$ cat src/rtl/store_pkg.sv
// store_pkg: size encodings shared with the load-size stage, store FSM states,
// and the default memory read latency.
package store_pkg;
    localparam int MEM_LAT_DEF = 1;

    typedef enum logic [1:0] {
        SZ_NONE = 2'b00,
        SZ_BYTE = 2'b01,
        SZ_HALF = 2'b10,
        SZ_WORD = 2'b11
    } size_e;

    typedef enum logic [1:0] {
        S_IDLE,
        S_RD_WAIT,
        S_WRITE,
        S_DONE
    } state_e;
endpackage

$ cat src/rtl/store_lane_merge.sv
// store_lane_merge: places a byte/half store operand into the low lanes of the
// word read back from memory; word stores pass the operand through unchanged.
module store_lane_merge
    import store_pkg::*;
(
    input  logic [1:0]  i_size,
    input  logic [31:0] i_old,
    input  logic [31:0] i_new,
    output logic [31:0] o_merged
);
    assign o_merged = (i_size == SZ_BYTE) ? {i_old[31:8], i_new[7:0]} :
                      (i_size == SZ_HALF) ? {i_old[31:16], i_new[15:0]} : i_new;
endmodule

$ cat src/rtl/store_size_rmw.sv
// store_size_rmw: sb/sh/sw sequencer; word stores write once, byte/half stores read-modify-write.
// Defining STORE_ALIGN_CHECK_EN adds o_misalign and completes misaligned stores without memory access.
module store_size_rmw
    import store_pkg::*;
#(
    parameter int MEM_LAT = MEM_LAT_DEF,
    parameter int CNT_W   = 4
) (
    input  logic        i_clk,
    input  logic        i_rst_n,
    input  logic        i_start,
    input  logic [1:0]  i_control,
    input  logic [31:0] i_addr,
    input  logic [31:0] i_store_data,
    input  logic [31:0] i_mem_rdata,
    output logic [31:0] o_mem_addr,
    output logic [31:0] o_mem_wdata,
    output logic        o_mem_wr,
    output logic        o_busy,
    output logic        o_done
`ifdef STORE_ALIGN_CHECK_EN
    ,
    output logic        o_misalign
`endif
);
    state_e           r_state, w_state_nxt;
    logic [CNT_W-1:0] r_cnt, w_cnt_nxt;
    logic [1:0]       r_size;
    logic [31:0]      r_data, r_mem_addr, r_mem_wdata;
    logic [31:0]      w_merged, w_addr_nxt, w_wdata_nxt;
    logic             r_mem_wr, r_busy, r_done;
    logic             w_accept, w_mis, w_rd_last;
`ifdef STORE_ALIGN_CHECK_EN
    logic             r_misalign;
    assign w_mis      = (i_control == SZ_HALF && i_addr[0]) ||
                        (i_control == SZ_WORD && i_addr[1:0] != 2'b00);
    assign o_misalign = r_misalign;
`else
    assign w_mis = 1'b0;
`endif

    assign w_accept  = r_state == S_IDLE && i_start && i_control != SZ_NONE;
    assign w_rd_last = r_state == S_RD_WAIT && r_cnt == '0;

    store_lane_merge u_merge (
        .i_size   (r_size),
        .i_old    (i_mem_rdata),
        .i_new    (r_data),
        .o_merged (w_merged)
    );

    always_ff @(posedge i_clk or negedge i_rst_n) begin
        if (!i_rst_n) begin
            r_state     <= S_IDLE;
            r_cnt       <= '0;
            r_size      <= SZ_NONE;
            r_data      <= '0;
            r_mem_addr  <= '0;
            r_mem_wdata <= '0;
            r_mem_wr    <= 1'b0;
            r_busy      <= 1'b0;
            r_done      <= 1'b0;
`ifdef STORE_ALIGN_CHECK_EN
            r_misalign  <= 1'b0;
`endif
        end else begin
            r_state     <= w_state_nxt;
            r_cnt       <= w_cnt_nxt;
            r_mem_addr  <= w_addr_nxt;
            r_mem_wdata <= w_wdata_nxt;
            r_mem_wr    <= w_state_nxt == S_WRITE;
            r_busy      <= w_state_nxt != S_IDLE;
            r_done      <= w_state_nxt == S_DONE;
            if (w_accept) begin
                r_size <= i_control;
                r_data <= i_store_data;
            end
`ifdef STORE_ALIGN_CHECK_EN
            r_misalign  <= w_accept && w_mis;
`endif
        end
    end

    always_comb begin
        w_state_nxt = r_state;
        case (r_state)
            S_IDLE:    w_state_nxt = !w_accept ? S_IDLE :
                                     w_mis ? S_DONE :
                                     i_control == SZ_WORD ? S_WRITE : S_RD_WAIT;
            S_RD_WAIT: w_state_nxt = r_cnt == '0 ? S_WRITE : S_RD_WAIT;
            S_WRITE:   w_state_nxt = S_DONE;
            default:   w_state_nxt = S_IDLE;
        endcase
    end

    // The counter reaches zero on the cycle the read data is due, which is when the merge is captured.
    always_comb begin
        w_cnt_nxt   = w_accept ? CNT_W'(MEM_LAT) :
                      (r_state == S_RD_WAIT && r_cnt != '0) ? r_cnt - CNT_W'(1) : r_cnt;
        w_addr_nxt  = (w_accept && !w_mis) ? i_addr : r_mem_addr;
        w_wdata_nxt = (w_accept && !w_mis && i_control == SZ_WORD) ? i_store_data :
                      w_rd_last ? w_merged : r_mem_wdata;
    end

    assign o_mem_addr  = r_mem_addr;
    assign o_mem_wdata = r_mem_wdata;
    assign o_mem_wr    = r_mem_wr;
    assign o_busy      = r_busy;
    assign o_done      = r_done;
endmodule
$ cat config.mk
export PLATFORM = sky130hd
export DESIGN_NAME = store_size_rmw
export DESIGN_NICKNAME = d
export VERILOG_FILES = /design/src/rtl/store_pkg.sv /design/src/rtl/store_lane_merge.sv /design/src/rtl/store_size_rmw.sv
export SDC_FILE = /design/constraint.sdc
export NUM_CORES = 1
export LEC_CHECK = 0
export ABC_AREA = 1
export CORE_AREA = 2 2 155 97
export DETAILED_ROUTE_END_ITERATION = 10
export DIE_AREA = 0 0 157 99
export PLACE_DENSITY = 0.67
export SETUP_SLACK_MARGIN = 0.02
export SLEW_MARGIN = 20
export SYNTH_ARGS = -nofsm -noshare
export SYNTH_HDL_FRONTEND = slang
export SYNTH_SLANG_ARGS = --single-unit
$ cat constraint.sdc
create_clock -name i_clk -period 1.4 [get_ports i_clk]
set_clock_uncertainty 0.15 [all_clocks]
set_input_delay 0.28 -clock i_clk [delete_from_list [all_inputs] [get_ports i_clk]]
set_output_delay 0.28 -clock i_clk [all_outputs]
set_load 0.05 [all_outputs]
# == After elaboration in Yosys (flattened, before gate mapping) ==
# Index checks and enable logic that the tools add are counted.
# totals
ff_bits,107
output_inout_bits,67
word_cells,39
in_bits,101
# classes
eq_ne,7
n_reduce_logical,12
n_mux,10
add_sub_neg,1
# op_table
operator,count
two-way mux 32 bit,4
equality test 2 bit (second input constant),5
two-way mux 4 bit,2
nonzero test 2 bit,4
two-way mux 2 bit,3
case mux 2 bit (3 select lines),1
logical AND 1 bit,5
equality test 2 x 1 -> 1 bit (second input constant),2
logical NOT 4 bit,1
nonzero test 4 bit,1
subtractor 4 x 1 -> 4 bit (second input constant),1
logical NOT 2 bit,1

# == Logic depth before layout (Yosys ltp) ==
# logic_depth
depth_word,6
mapped_depth,8
ltp_nobuf,8

# == Cells and area by module ==
# A second synthesis with hierarchy kept.
# unflattened
hier_cells,632
area_unflattened_um2,5123.7
# modules_own_cells
module,instances,area_per_inst_um2,cells_per_inst,seq_area_each_um2
store_size_rmw,1,4677.0,542,2677.6
store_lane_merge,1,446.7,90,0.0

# == Least setup slack after synthesis ==
# OpenSTA, ideal clock, no wires.
# synth_path
kind,register -> register
start,register r_cnt[0]
end,register r_mem_wdata[17] (netlist: o_mem_wdata[17])
path_buffers,1
setup_time_ns,0.126
period_less_slack_ns,1.417
t_required_ns,1.124
path_slack_ns,-0.017
path_stages_with_launch,7
arrival_ns,1.141
cell_sequence,dfrtp_1 > inv_1 > ha_1 > nand3_2 > buf_2 > nand3_1 > nand3_1
# synth_via
elab_chain_cells,3
# synth_lines
element,line,rtl
"start, declared",store_size_rmw.sv:27,"logic [CNT_W-1:0] r_cnt, w_cnt_nxt;"
"start signal, assigned",store_size_rmw.sv:68,r_cnt <= w_cnt_nxt;
logical NOT 4 bit,store_size_rmw.sv:43,assign w_rd_last = r_state == S_RD_WAIT && r_cnt == '0;
logical AND 1 bit,store_size_rmw.sv:43,
nonzero test 2 bit (no source line),n/a,
"end signal, assigned",store_size_rmw.sv:70,r_mem_wdata <= w_wdata_nxt;
"end, declared",store_size_rmw.sv:29,"logic [31:0] r_data, r_mem_addr, r_mem_wdata;"
# No other way between the ends.
# A chain may end at the register's enable or synchronous reset.

# == Worst setup path after layout ==
# layout_path
start,register r_state[1]
end,register r_cnt[3]
# layout_via
elab_chain_cells,4
word_cells_on_any_way,7
classes_between,1 x eq/ne; 1 x mux; 5 x reduce/logical
# layout_lines
element,line,rtl
"start, declared",store_size_rmw.sv:26,"state_e r_state, w_state_nxt;"
"start signal, assigned",store_size_rmw.sv:67,r_state <= w_state_nxt;
logical NOT 2 bit,store_size_rmw.sv:42,assign w_accept = r_state == S_IDLE && i_start && i_control != SZ_NONE;
logical AND 1 bit (2 in series),store_size_rmw.sv:42,
two-way mux 4 bit / nonzero test 2 bit (equally long branches),n/a,
# Parallel ways exist; a longest one is shown, timed or not.

==> metrics.log <==
[metrics] vias in the first global route: roughly 4.8k
[metrics] capture instance of the worst register-to-register path: r_cnt[3]
[metrics] Post-Place Cell Area: 7550 sq um
[metrics] Unique masters post-synth: 20
[metrics] DIE AREA: around 16000 sq um
[metrics] number of buffers on the longest clock path: 2
[metrics] synth top area cells: sky130_fd_sc_hd__dfrtp_1, sky130_fd_sc_hd__nand2_1, sky130_fd_sc_hd__nand3_1
[metrics] average cell area after synthesis: between 8 and 9 sq um
[metrics] sum of overflow across all layers after global routing: 0
[metrics] Slew @ Worst Pin: 0.281 ns
[metrics] register bit total from synthesis: approximately 110
[metrics] Leak Pwr: approximately 4.2 nW
[metrics] total negative setup slack: -1.19 ns
[metrics] Via Count: about 4.8k
[metrics] final net count: 908
[metrics] Gate Count Post-Synth: 595
[metrics] num ports: 168
[metrics] antenna fix cells: 0
[metrics] footprint of the flip-flops and latches: around 2700 sq um
[metrics] count of warnings emitted by yosys: 0
[metrics] required time of the critical path: ~1.5 ns
[metrics] DRT antenna net count: 0
[metrics] final hold viol count: 0
[metrics] count of flip-flops with a built-in enable after synthesis: 0
[metrics] Synth Net Count: ~700
[metrics] CTS sink count: 107
[metrics] Yosys top cell by area: sky130_fd_sc_hd__dfrtp_1
[metrics] DIE HEIGHT: between 90 and 100 um
[metrics] number of cells on the worst reg-to-reg path: 7
[metrics] share of the synthesized area in the top cell type: 0.554
[metrics] sequential fraction of the synthesis area: 0.554
[metrics] post-layout util: 0.596
[metrics] startpoint type of the worst setup path: register
[metrics] number of buffers inserted by port buffering: between 150 and 200
[metrics] Tot GR Track Use: 0.201
[metrics] total count of max-transition violations in the final report: 0
[metrics] status: finished, violations left
[metrics] H-tree lvl count: 3
[metrics] clock buffer count from CTS: 9
[metrics] final setup fails: 78
[metrics] number of inserted filler cells in the final layout: around 1.2k
[metrics] die width: roughly 160 um
[metrics] global-route wire length before repair: 24500 um
[metrics] initial antenna violation count: 0
[metrics] maximum achievable frequency: 693 MHz
[metrics] cell area after synthesis: 4830 sq um
[metrics] library cell with the highest instance count after synthesis: sky130_fd_sc_hd__nand2_1
[metrics] Data arrival, critical path: 1.52 ns
[metrics] DRC errors left: 0
[metrics] WL/cell: about 16 um
[metrics] clock tree from TritonCTS: yes
[metrics] Worst-path clk slew: ~0.07 ns
[metrics] Pre-Repair DR Iteration Count: 5
[metrics] total area of multi-input combinational cells: 2070 sq um
[metrics] Avg Vias per Cell: about 4.8
[metrics] total core area: between 10000 and 15000 sq um
[metrics] tightest slew margin relative to the limit: 0.813
[metrics] Async SR Flop Fraction: 1.00
[metrics] # rows: 34
[metrics] Initial Util: 0.343
[metrics] wirelength, routed: between 15000 and 20000 um
[metrics] synth-to-layout area growth: 73.7%
[metrics] library cell used as clock root buffer: sky130_fd_sc_hd__clkbuf_16
[metrics] RSZ-0062 raised after global routing: true
[metrics] Crit. Startpoint: r_state[1]
[metrics] part of the cycle the worst path needs: 1.03
[metrics] Max Cap Viol: 0
[metrics] post-route cell area: ~8400 sq um
[metrics] largest net degree at the start of global routing: 38
[metrics] maximum fanout along the worst path: 6
[metrics] end point of the critical path: r_cnt[3]
[metrics] launching point of the worst reg2reg path: r_state[1]
[metrics] dominant register cell in the synthesized netlist: sky130_fd_sc_hd__dfrtp_1
[metrics] power density cells: between 2000 and 2500 nW/um^2
[metrics] largest vdd supply drop: 1.67 mV
[metrics] shortest period the worst path allows: 1.44 ns
[metrics] setup slack, reg-to-reg: -0.04 ns
[metrics] failing checks: setup timing
[metrics] first-iteration detailed-routing DRC count: between 200 and 300
[metrics] fraction of final layout cells sized beyond drive strength 1: 0.253
[metrics] worst-skew pair later-pin latency: about 0.34 ns
[metrics] Worst Setup Path Type: reg2reg
[metrics] Commonest cells post-synth: sky130_fd_sc_hd__nand2_1, sky130_fd_sc_hd__dfrtp_1, sky130_fd_sc_hd__nand3_1
[metrics] CP endpoint kind: register
[metrics] final weighted congestion in routability-driven placement: between 0.7 and 0.8
[metrics] path type of the worst min-delay path: in2async
[metrics] detailed placer's ending HPWL: between 10000 and 15000 um
[metrics] Worst Slack Setup Final: -0.0436 ns
area by class of cell:
cell class / instances / area share
clock buffers: 11 / 0.0289
clock inverters: 5 / 0.00447
inverters: 17 / 0.00849
multi-input cells: 439 / 0.247
flip-flops and latches: 107 / 0.319
well taps: 198 / 0.0295
repair buffers: 231 / 0.362
sequential cells by signal, indices dropped and copies added (netlist names):
name         cells
o_busy           1
r_state          2
o_mem_wr         1
o_mem_addr      32
r_cnt            4
o_done           1
r_data          32
r_size           2
o_mem_wdata     32
worst min path at each step:
stage	startpoint	slack, ns	cells past startpoint	end
detailed placement	i_rst_n	0.03	1	o_mem_wdata[23]
CTS	i_rst_n	0.22	2	o_mem_wdata[23]
global placement	i_rst_n	0.03	1	o_mem_wdata[22]
floorplan	i_rst_n	-0.17	0	o_busy
global route	i_rst_n	0.23	2	o_mem_wdata[22]
finish	i_rst_n	0.21	2	o_mem_wdata[23]
report_power, final:
part           internal [mW]  switching [mW]
combinational           5.84            6.53
sequential              4.49            1.31
clock                   1.26            1.15
total                   11.6            8.99
per-layer routing:
layer | global-route usage | vias up | wire length (um)
met1 | 0.256 | 2278 | 6400
met5 | 0 | - | 0
met2 | 0.313 | 235 | 7040
li1 | - | 2311 | -
met3 | 0.0945 | 16 | 2040
met4 | 0.0452 | 0 | 153
cell families after synthesis:
| family | synth area share |
|---|---|
| buf+inv | 0.0549 |
| fa+ha+maj | 0.00518 |
| flops | 0.554 |
| simple gates | 0.380 |
| compound gates | 0.00440 |
| xor+xnor | 0.00181 |
per-stage QoR:
step	hold slack [ns]	cells	power, mW	setup WS (ns)
2_1_floorplan	-0.166	595	11.3	0.0254
5_1_grt	0.233	1008	21.7	-0.122
3_5_place_dp	0.0284	956	17.1	-0.474
6_report	0.210	1008	20.6	-0.0436
4_1_cts	0.217	977	20.0	-0.0622
3_3_place_gp	0.0251	956	16.7	-0.424
critical path: stages (launching register included):
cell and delay (ns):
sky130_fd_sc_hd__dfrtp_2 0.45, sky130_fd_sc_hd__nor2_4 0.15, sky130_fd_sc_hd__nand3_4 0.15, sky130_fd_sc_hd__buf_4 0.18, sky130_fd_sc_hd__nand2_1 0.08, sky130_fd_sc_hd__inv_1 0.06, sky130_fd_sc_hd__nand2_1 0.06, sky130_fd_sc_hd__nand2_1 0.05
what timing repair did:
| item | 4_1_cts | 5_1_grt |
|---|---|---|
| hold buffers | 1 | 0 |
| cloned | 1 | 1 |
| endpoints found under the setup margin | 105 | 151 |
| endpoints found under the hold margin | 107 | 0 |
| resized for setup | 45 | 12 |
| setup buffers | 3 | 30 |
| pin swaps | 6 | 0 |
placed cells by master (no fill, tap or decap), drive strengths merged, types with 2 or more instances in the layout:
master	synthesis	layout
nand2	313	313
buf	32	138
dfrtp	107	107
nand3	93	93
clkdlybuf4s50	0	91
nand4	18	18
inv	15	16
clkbuf	0	12
nor2	8	8
clkinv	2	4
o21ai	2	2
clkinvlp	0	2
ha	2	2
(Power assumes the default switching activity.)
